$ cat config.mk
export PLATFORM = sky130hd
export DESIGN_NAME = turbo_out_mux
export DESIGN_NICKNAME = d
export VERILOG_FILES = /design/src/rtl/turbo_out_mux.sv
export SDC_FILE = /design/constraint.sdc
export NUM_CORES = 1
export LEC_CHECK = 0
export CORE_MARGIN = 2
export CORE_UTILIZATION = 50
export CTS_BUF_LIST = sky130_fd_sc_hd__clkbuf_8
export DETAILED_ROUTE_END_ITERATION = 8
export PLACE_DENSITY = 0.69
export SYNTH_ARGS = -nofsm -noshare
export SYNTH_HDL_FRONTEND = slang
export SYNTH_SLANG_ARGS = --single-unit
$ cat constraint.sdc
create_clock -name clk -period 7.72 [get_ports clk]
set_input_delay 1.158 -clock clk [delete_from_list [all_inputs] [get_ports clk]]
set_output_delay 1.158 -clock clk [all_outputs]
set_load 0.005 [all_outputs]
$ cat src/rtl/turbo_out_mux.sv
// Turbo encoder output mux: packs systematic/parity/tail bits into
// 8-bit words under valid/ready, zero-padding and tagging the last word.
module turbo_out_mux #(
   parameter int K = 40
) (
   input  logic       clk,
   input  logic       rst_N,
   input  logic       in_valid,
   output logic       in_ready,
   input  logic       in_mode,
   input  logic       x1,
   input  logic       z1,
   input  logic       x2,
   input  logic       z2,
   output logic       out_valid,
   input  logic       out_ready,
   output logic [7:0] out_data,
   output logic       out_last,
   output logic       err
);

   localparam int KW = (K > 1) ? $clog2(K) : 1;

   typedef enum logic [1:0] {
      S_DATA,
      S_TAIL,
      S_FLUSH
   } state_t;

   state_t      state;
   state_t      state_n;
   logic [KW-1:0] k;
   logic [1:0]  t;
   logic [15:0] acc;
   logic [15:0] acc_n;
   logic [15:0] rem;
   logic [4:0]  cnt;
   logic [4:0]  cnt_n;
   logic [4:0]  rem_cnt;
   logic [4:0]  npop;
   logic [2:0]  npush;
   logic [3:0]  nb;
   logic [7:0]  ld_data;
   logic        fire_in;
   logic        out_fire;
   logic        slot;
   logic        ld_full;
   logic        ld_part;
   logic        ld;
   logic        ld_last;
   logic        k_last;

   always_comb begin
      k_last   = (k == KW'(K - 1));
      fire_in  = in_valid && in_ready;
      out_fire = out_valid && out_ready;
      slot     = !out_valid || out_ready;
      ld_full  = slot && (cnt >= 5'd8);
      ld_part  = slot && (state == S_FLUSH) && (cnt != 5'd0) && !ld_full;
      ld       = ld_full || ld_part;
      ld_last  = (state == S_FLUSH) && (cnt <= 5'd8);
      // Bits below cnt are kept zero, but mask the tail word explicitly.
      ld_data  = acc[15:8] & (ld_full ? 8'hFF : ~(8'hFF >> cnt));
      npop     = ld_full ? 5'd8 : (ld_part ? cnt : 5'd0);
      rem      = acc << npop;
      rem_cnt  = cnt - npop;
      nb       = (state == S_TAIL) ? {x1, z1, x2, z2} : {x1, z1, z2, 1'b0};
      npush    = !fire_in ? 3'd0 : ((state == S_TAIL) ? 3'd4 : 3'd3);
      acc_n    = rem | (fire_in ? ({nb, 12'd0} >> rem_cnt) : 16'd0);
      cnt_n    = rem_cnt + {2'b00, npush};
   end

   always_ff @(posedge clk) begin
      if (!rst_N) state <= S_DATA;
      else        state <= state_n;
   end

   always_comb begin
      state_n = state;
      unique case (state)
         S_DATA:  if (fire_in && k_last)         state_n = S_TAIL;
         S_TAIL:  if (fire_in && t == 2'd2)      state_n = S_FLUSH;
         S_FLUSH: if (out_fire && out_last)      state_n = S_DATA;
         default:                                state_n = S_DATA;
      endcase
   end

   always_comb begin
      in_ready = (state != S_FLUSH) && (cnt <= 5'd11);
   end

   always_ff @(posedge clk) begin
      if (!rst_N) begin
         k         <= '0;
         t         <= '0;
         acc       <= '0;
         cnt       <= '0;
         out_valid <= 1'b0;
         out_data  <= 8'h00;
         out_last  <= 1'b0;
         err       <= 1'b0;
      end else begin
         acc <= acc_n;
         cnt <= cnt_n;
         if (state == S_FLUSH && out_fire && out_last) begin
            k <= '0;
            t <= '0;
         end else if (fire_in && state == S_DATA) begin
            k <= k + 1'b1;
         end else if (fire_in && state == S_TAIL) begin
            t <= t + 1'b1;
         end
         if (ld) begin
            out_valid <= 1'b1;
            out_data  <= ld_data;
            out_last  <= ld_last;
         end else if (out_ready) begin
            out_valid <= 1'b0;
         end
         if (fire_in && (in_mode != (state == S_TAIL))) err <= 1'b1;
      end
   end

endmodule

# Yosys cells after proc, flatten, opt, wreduce, memory -nomap -nowiden
# Index checks and enable logic that the tools add are counted.
# totals
ff_bits	42
in_bits	9
# classes
add_sub_neg	4
order_cmp	3
n_eq_ne	9
n_shift	3
muxes	13
bitwise_logic	5
reduce_logical	26
# ops
cell	count
$logic_and A1 B1 Y1	16
$mux W16	1
$or A16 B16 Y16	1
$shl A16 B5 Y16	1
$shr A16 B5 Y16	1
$le A5 B4 Y1 const B	2
$mux W5	2
$and A8 B8 Y8	1
$mux W2	4
$mux W8	1
$not A8 Y8	1
$shr A8 B5 Y8 const A	1
$add A6 B1 Y6 const B	1
$eq A6 B6 Y1 const B	1
$mux W3	2
$pmux W2 S3	1
$add A5 B3 Y5	1
$ge A5 B4 Y1 const B	1
$reduce_bool A5 Y1	1
$sub A5 B5 Y5	1
$eq A2 B2 Y1 const B	2
$ne A2 B1 Y1 const B	2
$ne A2 B2 Y1 const B	2
$reduce_and A3 Y1	1
other kinds (11)	15

# Depth between registers and ports, before layout
# Gate-level depths: netlist of run 1.
# depth
word_depth	11
mapped_depth	12
depth_no_buf	11

# Least setup slack after synthesis of run 1
# OpenSTA, ideal clock, no wires.
# synth_timing
kind	input port to flip-flop
startpoint	input out_ready
endpoint	register cnt[4]
setup_ns	0.078
arrival_ns	3.496
setup_slack_ns	4.146
path_stages	11
path_buffers	1
path_cell_list	nand2b_1 buf_2 nand3_2 inv_1 ha_1 fa_1 inv_1 fa_1 maj3_1 and3_1 nor3_1
# synth_between
elab_chain_cells	8
word_cells_on_any_way	10
cone_classes	add/sub (2); mux (2); reduce/logical (6)
# synth_rtl
element	line	text
start: declaration	16	input logic out_ready,
$logic_or A1 B1 Y1 *	57	slot = !out_valid || out_ready;
$logic_and A1 B1 Y1, on equally long branches	59, 58	
$logic_and A1 B1 Y1 / $logic_not A1 Y1 (equally long branches)	59	ld_part = slot && (state == S_FLUSH) && (cnt != 5'd0) && !ld_full;
$logic_and A1 B1 Y1	59	
$mux W5	64	npop = ld_full ? 5'd8 : (ld_part ? cnt : 5'd0);
$mux W5 *	64	
$sub A5 B5 Y5 *	66	rem_cnt = cnt - npop;
$add A5 B3 Y5 *	70	cnt_n = rem_cnt + {2'b00, npush};
end signal: assignment	104	cnt <= cnt_n;
end: declaration	37	logic [4:0] cnt;
# Mark *: on every way between the ends. The rest lies on a longest branch, timed or not.
# A chain may end at the register's enable or synchronous reset.

# Worst setup path in the final report of run 1
# Ends and elaborated chain as after synthesis.

==> results.yml, run 1 <==
clock_tree:
  cts_tree: "built"
  cts-buffers-inserted: 5
  clkLatencyLatePin_ps: 300
  clkTransAtPathRegs_ps: 90
  cts_resized: 0
  cts_sinks: 42
  post_cts_buffers: 0
  cts_root_buffer: "clkbuf_8"
  hold_buffers: 0
  htreeDepth: 2
  cts_buffer_depth: 2
global_routing:
  overflow: 0
  grt_pass1_vias: 3012
  grtUsageTotal: 0.261
  antenna_found_initial: 0
  grt_max_degree: 40
  grt_pass1_wl_mm: 15.1
final_layout:
  fill_cells: 604
  synthToLayoutAreaGrowth_pct: 8.26
  antenna_cells: 0
  fin_area_um2: 3510
  fin_util: 0.556
  nets: 424
  drive_above_1_share: 0.0911
drt:
  drtAntennaViolNets: 0
  vias_per_cell: 6.71
  post-route-drc-count: 0
  vias: 3240
  postRouteWirelength_mm: 9.16
  initialDrtViolationCount: 428
  wl_per_cell_um: 19.0
  dr.pass1.iters: 5
yosys:
  synthArstFlopShare: 0
  synth_common_cells: "42 x dfxtp_1, 42 x nor2_1, 39 x nand2_1, 30 x a21oi_1, 16 x buf_2"
  synth_area_um2: 3240
  synthDistinctLibCells: 80
  synth_edf_count: 0
  syn_nets: 424
  synth_top_area_frac: 0.259
  synth_ff_type: "dfxtp_1"
  ys_seq_area_frac: 0.259
  synth_seq_cells: 42
  synth_top_area_cell: "dfxtp_1"
  synth_area_leaders: "dfxtp_1 26%, nor2_1 4.9%, a21oi_1 4.6%"
  ys_warn_count: 0
  postSynthCellCount: 405
  synth_area_per_cell_um2: 8.00
timing:
  skew_ps: 9.86
  period_share: 0.590
  holdWs_ps: 456
  relSlewSlack: 0.349
  worst_pin_slew_ps: 970
  period_needed_ps: 4560
  tns_ps: 0
  hold_viol: 0
  rsz0062_at_grt: "false"
  fmax_ghz: 0.219
  setup_slack_ps: 3160
  slew_viol_final: 0
  finalSetupViolations: 0
critical_path:
  crit_buf_inv: 3
  critPathLaunchType: "input pin"
  crit_path_end_kind: "flip-flop"
  crit_slowest_cell: "fa_1"
  required_ps: 7880
  cp_data_arrival_time_ps: 4720
  path_max_fanout: 16
  criticalPathCategory: "input pin to flip-flop"
  crit_chain: "clkdlybuf4s50_1 -> nand2b_1 -> nand3_2 -> inv_1 -> ha_1 -> fa_1 -> inv_1 -> fa_1 -> maj3_1 -> a21oi_1 -> nor3_1"
  critPathMaxStageDelay_ps: 720
  path_delay_family: "adder cells"
floorplan:
  die_width_um: 84.5
  die-area_um2: 7140
  start_util: 0.513
  core_area_um2: 6310
  fp-row-count: 29
  ios: 21
  die_h_um: 84.5
outcome:
  status: "completed"
power_and_ir_drop:
  power_leakage_nw: 1.16
  vdd_drop_max_mv: 0.145
  power_density_nw_per_um2: 310
place:
  dp_slack_ps: 2900
  port_buffers: 20
  placed_area_um2: 3420
  dpl.hpwl_mm: 6.55
  gp_congestion: 0.938
job:
  max_cap_viol_count: 0
min_path:
  hold_class: "flip-flop to flip-flop"
[tightest hold or removal path: stages, from the launching register on]
cell     delay, ps
dfxtp_1        320
nand2_1         50
a21oi_1         50
[state kept, by name, summed over array words and instances (netlist names)]
| register | flops |
|---|---|
| err | 1 |
| cnt | 5 |
| out_data | 8 |
| state | 2 |
| acc | 16 |
| out_last | 1 |
| out_valid | 1 |
| t | 2 |
| k | 6 |
[final timing paths]
kind / from / end / slack [ps] / cells past startpoint
max: out_ready / cnt[4]$_SDFF_PN0_ / 3160 / 11
min: out_data[3]$_SDFFE_PN0P_ / out_data[3]$_SDFFE_PN0P_ / 460 / 2
max reg2reg: cnt[3]$_SDFF_PN0_ / acc[13]$_SDFF_PN0_ / 3870 / 9
min reg2reg: out_data[3]$_SDFFE_PN0P_ / out_data[3]$_SDFFE_PN0P_ / 460 / 2
[power by group]
part | total [mW] | internal, mW | switching (mW) | leakage [nW]
sequential | 0.317 | 0.253 | 0.0645 | 0.341
clock | 0.149 | 0.0647 | 0.0845 | 0.0408
combinational | 0.623 | 0.232 | 0.391 | 0.779
[placed cells by master (no fill, tap or decap), types with 7 or more instances in the layout]
cell type        Yosys  routed
o21ai_0             11      11
inv_1               14      14
nor2_1              42      42
nand3_1             13      13
nand4_1             10      10
ha_1                 8       8
nand2_1             39      39
mux2i_1             12      12
nor2b_1              7       7
a21oi_1             30      30
clkdlybuf4s50_1      0      20
dfxtp_1             42      42
a31oi_1              8       8
[final cells by class]
class / count / area, um2 / area share
Inverter: 16 / 60.1 / 0.0171
Clock inverter: 3 / 23.8 / 0.00677
Multi-Input combinational cell: 316 / 2190 / 0.624
Tap cell: 77 / 96.3 / 0.0275
Clock buffer: 5 / 68.8 / 0.0196
Sequential cell: 42 / 841 / 0.240
Timing Repair Buffer: 24 / 230 / 0.0656
[per-layer routing]
| layer | up-vias | share of wire | global-route usage |
|---|---|---|---|
| met1 | 1516 | 0.43 | 0.370 |
| met4 | 0 | 0.033 | 0.107 |
| li1 | 1498 | - | - |
| met2 | 192 | 0.44 | 0.390 |
| met5 | - | 0 | 0 |
| met3 | 34 | 0.092 | 0.0472 |
[logic make-up (layout without fill, tap and decap cells)]
logic type / count (synthesis) / count (layout) / share of synthesized area
buffers and inverters: 47 / 48 / 0.0652
adder cells (fa/ha/maj): 12 / 12 / 0.0494
AND/OR/NAND/NOR: 163 / 163 / 0.279
flip-flops: 42 / 42 / 0.259
XOR/XNOR: 13 / 13 / 0.0374
AO/OA/AOI/OAI: 108 / 108 / 0.235
multiplexers: 20 / 20 / 0.0753
[per-stage QoR]
stage,power (mW),cells
global placement,0.925,475
CTS,1.08,483
detailed placement,0.927,475
finish,1.09,483
global route,1.16,483
floorplan,0.778,405
No activity file was read; power rests on OpenSTA's default activity.
==> run 2, diff against run 1 <==
==> constraint.sdc (replaced) <==
create_clock -name clk -period 4.66 [get_ports clk]
set_input_delay 0.699 -clock clk [delete_from_list [all_inputs] [get_ports clk]]
set_output_delay 0.699 -clock clk [all_outputs]
set_load 0.005 [all_outputs]
==> results.yml, run 2 (synthesized netlist as in run 1, its figures left out) <==
final_layout:
  reg_top3: "acc x16, out_data x8, k x6"
  largest_reg_flops: 16
  drive_above_1_share: 0.104
  nets: 430
  final_cell_mix: "42 x nor2_1, 42 x dfxtp_1, 39 x nand2_1"
  regMostFlops: "acc"
  fin_util: 0.566
  antenna_cells: 0
  synthToLayoutAreaGrowth_pct: 10.3
timing:
  hold_viol: 0
  fmax_ghz: 0.254
  worst_pin_slew_ps: 976
  slew_viol_final: 0
  period_needed_ps: 3930
  holdWs_ps: 452
  skew_ps: 4.76
  finalSetupViolations: 0
  period_share: 0.843
  rsz0062_at_grt: "false"
  tns_ps: 0
  relSlewSlack: 0.349
clock_tree:
  cts_buffer_depth: 2
  clkTransAtPathRegs_ps: 90
  cts-buffers-inserted: 5
  htreeDepth: 2
  cts_resized: 0
  post_cts_buffers: 0
  hold_buffers: 0
  cts_sinks: 42
  cts_root_buffer: "clkbuf_8"
  clkLatencyLatePin_ps: 310
  cts_tree: "built"
place:
  dpl.hpwl_mm: 6.84
  gp_congestion: 0.946
  port_buffers: 20
job:
  max_cap_viol_count: 0
global_routing:
  antenna_found_initial: 0
  grtUsageTotal: 0.269
  overflow: 0
  grt_max_degree: 33
  grt_pass1_vias: 3055
  grt_pass1_wl_mm: 15.5
critical_path:
  crit_buf_inv: 3
  crit_chain: "clkdlybuf4s50_1 -> nand2b_1 -> buf_4 -> nand3_4 -> nor2_4 -> fa_1 -> inv_1 -> fa_1 -> maj3_1 -> and3_1 -> nor3_1"
  crit_path_end_kind: "flip-flop"
  required_ps: 4890
  cp_data_arrival_time_ps: 4160
  rr_worst_depth: 9
  path_delay_family: "adder cells"
  path_max_fanout: 12
  criticalPathCategory: "input pin to flip-flop"
  critPathMaxStageDelay_ps: 750
  critPathLaunchType: "input pin"
  worst-path-stages: 11
  crit_slowest_cell: "fa_1"
  crit_top_cell: "fa_1"
drt:
  postRouteWirelength_mm: 9.53
  wl_per_cell_um: 19.5
  vias_per_cell: 6.54
  vias: 3198
  post-route-drc-count: 0
  initialDrtViolationCount: 371
  drtAntennaViolNets: 0
  dr.pass1.iters: 5
floorplan:
  start_util: 0.513
  fp-row-count: 29
  die_width_um: 84.5
  ios: 21
  die-area_um2: 7140
  die_h_um: 84.5
  core_area_um2: 6310
min_path:
  hold_class: "flip-flop to flip-flop"
  holdPathStages: 2
power_and_ir_drop:
  vdd_drop_max_mv: 0.311
  power_leakage_nw: 1.21
  power_density_nw_per_um2: 531
outcome:
  status: "completed"
## run 2: worst paths after layout
check / startpoint / to / slack [ps]
setup / recovery: out_ready / cnt[4]$_SDFF_PN0_ / 730
hold / removal: out_data[3]$_SDFFE_PN0P_ / out_data[3]$_SDFFE_PN0P_ / 450
setup reg to reg: cnt[3]$_SDFF_PN0_ / cnt[4]$_SDFF_PN0_ / 1140
hold reg to reg: out_data[3]$_SDFFE_PN0P_ / out_data[3]$_SDFFE_PN0P_ / 450
## run 2: metrics by stage
stage	area (um2)	worst slack (ps)	cells	power, mW
2_1_floorplan	3240	1550	405	1.29
3_3_place_gp	3460	512	481	1.56
3_5_place_dp	3460	460	481	1.57
4_1_cts	3570	755	489	1.87
5_1_grt	3570	577	489	2.01
6_report	3570	729	489	1.90
## run 2: power breakdown
part	internal [mW]	switching, mW	leakage (nW)
Combinational	0.407	0.666	0.807
Clock	0.161	0.142	0.0585
Sequential	0.419	0.102	0.341
Total	0.987	0.910	1.21
## run 2: layout make-up
type,count,area [um2]
Clock buffer,5,68.8
Sequential cell,42,841
Inverter,16,60.1
Fill cell,607,2740
Clock inverter,3,43.8
Timing Repair Buffer,30,275
Multi-Input combinational cell,316,2190
Tap cell,77,96.3
## run 2: routing by layer
metal | up-vias | global-route usage | wire, um
li1 | 1510 | - | -
met1 | 1479 | 0.376 | 4190
met2 | 174 | 0.394 | 4170
met3 | 35 | 0.0551 | 819
met4 | 0 | 0.133 | 347
met5 | - | 0 | 0
## run 2: worst register-to-register path, stage by stage, from the launching register on
cell	delay, ps
dfxtp_1	500
nor2_2	590
nand3_4	250
nor2_4	270
fa_1	450
inv_1	240
fa_1	490
maj3_1	380
and3_1	170
nor3_1	120
==> patch, RTL diff (config.mk and constraints of run 2) <==
Change the parameter `K` from 40 to 60.
--- a/src/rtl/turbo_out_mux.sv
+++ b/src/rtl/turbo_out_mux.sv
@@ -1,7 +1,7 @@
 // Turbo encoder output mux: packs systematic/parity/tail bits into
 // 8-bit words under valid/ready, zero-padding and tagging the last word.
 module turbo_out_mux #(
-   parameter int K = 40
+   parameter int K = 60
 ) (
    input  logic       clk,
    input  logic       rst_N,
Check against the original RTL: same outputs for any inputs over 10 cycles, from zero or initial values and one cycle with rst_N low; that may be too few to reach the edited logic, so the function may still have changed.
==> patch against run 2 <==
Worst setup slack better by 0.34 ns. Sequential cell count stayed put. Register-to-register slack worse by 0.02 ns. Wire length shrank 2.7%. Power down 5.0%. Sequential power is 4% lower. Synthesized cell count is 0.99% lower. Area after synthesis is 0.19% lower. Critical path depth unchanged. Clock power decreased by 13%. Largest cell class unchanged. Global-route usage is 0.44 points lower. Design area shrank 1.6%. Count of clock-buffer cells in the layout is the same. Highest routed layer unchanged. Fmax is 9.5% higher.
==> patch: results (changes against run 2) <==
metric,value,unit,change
grt_max_degree,36,,+9.1%
use_met2,42.1,%,+2.7 points
bufAreaShareNonClock,6.97,%,-0.73 points
dp_hpwl,6600,um,-3.5%
n_all_buffers,26,,-13%
avgViaCountPerCell,6.75,,+3.3%
place_inst,473,,-1.7%
gp_congestion,0.945,,about the same
synth-seq-area-share,26.0,%,+0.050 points
p_seq,0.000502,W,-4%
clkCellAreaFrac,2.77,%,-0.38 points
synthAdderAreaFrac,4.95,%,+0.0096 points
nFillCells,591,,-2.6%
clock_power_share,14.7,%,-1.3 points
wl,9270,um,-2.7%
min_to,out_data[2]$_SDFFE_PN0P_,,
synthXorXnorAreaFrac,3.52,%,-0.22 points
status,"finished, final reports clean",,
synth_common_cells,"dfxtp_1 (42), nor2_1 (36), nand2_1 (31)",,
gr-usage-met3,4.72,%,-0.79 points
wl_met2,4260,um,+2.1%
grt_pass1_wl,15200,um,-1.6%
multi_input_area_share,62.3,%,+1.1 points
areaGrowthSynthToFinish,8.70,%,
skew,0.00902,ns,+0.00426 ns
dieArea,7130,sq um,-0.18%
pre_cts_ws,0.796,ns,+0.336 ns
seq_share,23.9,%,+0.38 points
placed_area,3420,sq um,-1.2%
r2r_start,cnt[4]$_SDFF_PN0_,,
## patch: cell count changes after synthesis, sizes merged, moves of 3 or more
cell and change:
a31o +3, and2 +3, o31a +3, nand2 -7
o31ai -4, inv -3, nor3 +5, o221a +3
a21oi -3, a32o -3, nand3 +4, nor2 -4
## patch: worst max-delay path by stage
stage	endpoint	cells after the start	slack, ns	start
2_1_floorplan	cnt[4]$_SDFF_PN0_	11	1.48	out_ready
3_3_place_gp	cnt[4]$_SDFF_PN0_	11	0.85	out_ready
3_5_place_dp	cnt[4]$_SDFF_PN0_	11	0.80	out_ready
4_1_cts	cnt[4]$_SDFF_PN0_	11	1.10	out_ready
5_1_grt	acc[9]$_SDFF_PN0_	11	0.90	out_ready
6_report	cnt[4]$_SDFF_PN0_	11	1.07	out_ready
## patch: tightest hold or removal path: stages (launching register included)
cell and delay (ns):
dfxtp_1 0.32, nand2_1 0.05, a21oi_1 0.05
